File: src/rtl/fifo_flags.sv
// Single-clock FIFO with occupancy count, almost-full/almost-empty thresholds,
// sticky overflow/underflow flags and selectable first-word-fall-through reads.
module fifo_flags #(
  parameter int unsigned DATA_SIZE    = 8,
  parameter int unsigned ADDR_WIDTH   = 4,
  parameter int unsigned AFULL_LEVEL  = 12,
  parameter int unsigned AEMPTY_LEVEL = 2,
  parameter int unsigned FWFT         = 0
) (
  input  logic                  clk,
  input  logic                  rst,
  input  logic                  we,
  input  logic [DATA_SIZE-1:0]  wrdata,
  input  logic                  re,
  output logic [DATA_SIZE-1:0]  rddata,
  output logic                  rdvalid,
  output logic                  full,
  output logic                  empty,
  output logic                  almost_full,
  output logic                  almost_empty,
  output logic [ADDR_WIDTH:0]   count,
  output logic                  overflow,
  output logic                  underflow,
  input  logic                  clr_err
);

  localparam int unsigned DEPTH = 2 ** ADDR_WIDTH;
  localparam int unsigned PTR_W = ADDR_WIDTH + 1;

  logic [DATA_SIZE-1:0] r_mem [DEPTH];
  logic [PTR_W-1:0]     r_wp;
  logic [PTR_W-1:0]     r_rp;
  logic [PTR_W-1:0]     r_count;
  logic                 r_overflow;
  logic                 r_underflow;

  logic                 w_full;
  logic                 w_empty;
  logic                 w_wr_ok;
  logic                 w_rd_ok;
  logic [DATA_SIZE-1:0] w_head;

  // Flags decode from the registered count, so wrap never confuses full/empty.
  assign w_full  = (r_count == PTR_W'(DEPTH));
  assign w_empty = (r_count == PTR_W'(0));
  assign w_wr_ok = we & ~w_full;
  assign w_rd_ok = re & ~w_empty;
  assign w_head  = r_mem[r_rp[ADDR_WIDTH-1:0]];

  assign full         = w_full;
  assign empty        = w_empty;
  assign almost_full  = (r_count >= PTR_W'(AFULL_LEVEL));
  assign almost_empty = (r_count <= PTR_W'(AEMPTY_LEVEL));
  assign count        = r_count;
  assign overflow     = r_overflow;
  assign underflow    = r_underflow;

  // Storage write; contents survive reset but become unreachable.
  always_ff @(posedge clk) begin
    if (!rst && w_wr_ok) begin
      r_mem[r_wp[ADDR_WIDTH-1:0]] <= wrdata;
    end
  end

  // Pointers and occupancy count.
  always_ff @(posedge clk) begin
    if (rst) begin
      r_wp    <= '0;
      r_rp    <= '0;
      r_count <= '0;
    end else begin
      if (w_wr_ok) r_wp <= r_wp + PTR_W'(1);
      if (w_rd_ok) r_rp <= r_rp + PTR_W'(1);
      case ({w_wr_ok, w_rd_ok})
        2'b10:   r_count <= r_count + PTR_W'(1);
        2'b01:   r_count <= r_count - PTR_W'(1);
        default: r_count <= r_count;
      endcase
    end
  end

  // Sticky error flags; a new error wins over a simultaneous clear.
  always_ff @(posedge clk) begin
    if (rst) begin
      r_overflow  <= 1'b0;
      r_underflow <= 1'b0;
    end else begin
      if (we & w_full)      r_overflow <= 1'b1;
      else if (clr_err)     r_overflow <= 1'b0;
      if (re & w_empty)     r_underflow <= 1'b1;
      else if (clr_err)     r_underflow <= 1'b0;
    end
  end

  if (FWFT != 0) begin : g_fwft
    // Head word falls through; valid whenever something is stored.
    assign rddata  = w_head;
    assign rdvalid = ~w_empty;
  end else begin : g_std
    logic [DATA_SIZE-1:0] r_rddata;
    logic                 r_rdvalid;

    // Registered read: data lands one cycle after the accepted pop.
    always_ff @(posedge clk) begin
      if (rst) begin
        r_rddata  <= '0;
        r_rdvalid <= 1'b0;
      end else begin
        r_rdvalid <= w_rd_ok;
        if (w_rd_ok) r_rddata <= w_head;
      end
    end

    assign rddata  = r_rddata;
    assign rdvalid = r_rdvalid;
  end

endmodule

File: config.mk
export PLATFORM = sky130hd
export DESIGN_NAME = fifo_flags
export DESIGN_NICKNAME = d
export VERILOG_FILES = /design/src/rtl/fifo_flags.sv
export SDC_FILE = /design/constraint.sdc
export NUM_CORES = 1
export LEC_CHECK = 0
export ABC_AREA = 1
export CAP_MARGIN = 40
export CORE_ASPECT_RATIO = 1.4
export CORE_MARGIN = 4
export CORE_UTILIZATION = 30
export CTS_CLUSTER_DIAMETER = 150
export DETAILED_ROUTE_END_ITERATION = 8
export SYNTH_ARGS = -nofsm -noshare
export SYNTH_HDL_FRONTEND = slang
export SYNTH_SLANG_ARGS = --single-unit
export TNS_END_PERCENT = 20
File: constraint.sdc
create_clock -name clk -period 6.5 [get_ports clk]
set_input_delay 1.95 -clock clk [delete_from_list [all_inputs] [get_ports clk]]
set_output_delay 1.95 -clock clk [all_outputs]
set_load 0.03 [all_outputs]
==> results.yml <==
clock_network:
  numCtsBuffers: 17
  cts_tree: "done"
  cts_resized: 0
  clkTransAtPathRegs_ns: 0.06
  postCtsHoldBufs: 0
  clock_latency_ns: 0.42
  htree_levels: 4
  root_buffer: "clkbuf_16"
  clkSinkCount: 152
  cts_setup_buffers: 0
  cts_max_path_buffers: 2
layout:
  syn2layout_area_growth_pct: 18.09
  fin_util_pct: 36.00
  final_cell_mix: "nand2_1 (223), edfxtp_1 (128), nand3_1 (95)"
  fin_nets: 735
  drive_above_1_share_pct: 7.172
  final_common_cell: "nand2_1"
  antenna_cells: 0
floorplanning:
  core-area_um2: 21940
  rows: 64
  die-height_um: 184.7
  start_util_pct: 30.49
  die_area_um2: 24780
  die_w_um: 134.2
  io_pins: 33
worst_setup_path:
  critPathMaxFanout: 6
  critPathSlowestCell: "clkdlybuf4s50_1"
  required_ns: 4.55
  crit_family: "buffers and inverters"
  critPathBufInv: 1
  cp_cell_sequence: "a2111oi_0 > clkdlybuf4s50_1"
  worstSetupStartpointType: "flip-flop"
  cp-end-kind: "output port"
  criticalPathCategory: "reg2out"
  crit_arrival_ns: 1.99
  critical_path.max_stage_delay_ns: 0.75
placement:
  hpwl_um: 10670
  portBuffers: 32
  dpl_worst_slack_ns: 2.154
  gp_congestion: 0.8667
timing:
  maxSlewHeadroom_pct: 40.80
  min_period_ns: 3.942
  rsz0062_at_grt: "false"
  hold_viol_final: 0
  timing.final.ws_setup_ns: 2.558
  finalSetupViolCount: 0
  fmax_ghz: 0.2537
  worst_slew_pin_slew_ns: 0.8852
  finalCritPeriodShare_pct: 60.64
  finalSetupTns_ns: 0
  slew_viol_final: 0
  hold_ws_ns: 0.4701
  clock_skew_ns: 0.01021
global_routing:
  first_global_vias: 4441
  antenna_found_initial: 0
  grt_max_degree: 67
  grt_use_total_pct: 13.10
  grt_overflow: 0
  grt_pass1_wl_um: 24340
power_and_ir_drop:
  peakVddDrop_uv: 224.2
  power_density_nw_per_um2: 379.7
  power_leakage_nw: 3.263
route:
  post_drt_wl_per_cell_um: 15.37
  ant_nets: 0
  drtIter0Drc: 336
  drc: 0
  vias_per_cell: 4.407
  vias: 4504
  routed_wl_um: 15700
  dr.pass1.iters: 5
synth:
  ys_seq_elements: 152
  synth_area_leader_cell: "edfxtp_1"
  synth_edf_count: 128
  synth_ff_type: "edfxtp_1"
  ys_warn_count: 0
  ys_types: 25
  yosysSeqAreaShare_pct: 64.65
  syn_area_per_cell_um2: 9.808
  async_flop_share_pct: 0
  synthCells: 682
  syn_nets: 705
  synth.area.top_cells: "edfxtp_1 (57%), nand2_1 (13%), dfxtp_1 (7.2%)"
  yosys.area.top_type_share_pct: 57.46
  mappedNetlistArea_um2: 6689
flow_run:
  cap_viol_max_count: 0
min_path:
  hp-class: "reg2reg"
outcome:
  status: "finished, final reports clean"
[Yosys cell counts, types with 4 or more instances]
cell type	count
o21ai_0	9
edfxtp_1	128
buf_6	4
ha_1	9
nand3_1	95
dfxtp_1	24
inv_2	6
nand2_1	223
inv_1	90
a21oi_1	13
nor2_1	39
buf_2	15
buf_4	9
[worst paths after layout]
kind,cells past startpoint,to,from,slack (ns)
hold / removal,2,overflow,overflow,0.47
setup / recovery,2,almost_empty,count[1],2.56
hold reg to reg,2,overflow,overflow,0.47
setup reg to reg,14,count[4],count[1],3.94
[report_power, final]
| group | total (mW) | internal, mW | switching [mW] |
|---|---|---|---|
| sequential | 1.15 | 1.11 | 0.0383 |
| combinational | 0.901 | 0.294 | 0.607 |
| clock | 0.948 | 0.544 | 0.405 |
| total | 3.00 | 1.95 | 1.05 |
[final cells by class]
class,count,area [um^2]
inverters,97,364.1
fillers,2221,14040
flip-flops and latches,152,4325
well taps,297,371.6
repair buffers,41,449.2
clock inverters,12,105.1
multi-input cells,403,1805
clock buffers,20,478.0
[registers in the layout, indices dropped and copies added, names as in the netlist]
signal	flops
r_mem	128
rddata	8
count	5
r_rp	4
r_wp	4
overflow	1
rdvalid	1
underflow	1
[through the flow]
step / instance area [um^2] / instances / total power [mW]
finish: 7899 / 1022 / 2.999
global route: 7899 / 1022 / 3.149
CTS: 7899 / 1022 / 3.014
detailed placement: 7316 / 990 / 2.075
global placement: 7202 / 983 / 2.056
floorplan: 6689 / 682 / 1.795
[logic make-up after synthesis]
kind of cell	Yosys count	synth area share, %
and+or+nand+nor	365	22.62
DFF	152	64.65
buffers and inverters	127	8.361
AOI/OAI and AO/OA	25	2.002
adders and majority gates	10	1.983
xor gates and xnor gates	3	0.3929
[routing by layer]
layer / track usage, % / share of wire, % / up-vias
li1: - / - / 2261
met1: 14.37 / 40 / 2076
met2: 24.06 / 53 / 127
met3: 1.693 / 3.2 / 40
met4: 7.661 / 4.5 / 0
met5: 0 / 0 / -
[worst min-delay path, stage by stage (launching register included)]
cell and delay [ns]:
dfxtp_1 0.31, nand2_1 0.06, a21oi_1 0.05
No activity file was read; power rests on OpenSTA's default activity.
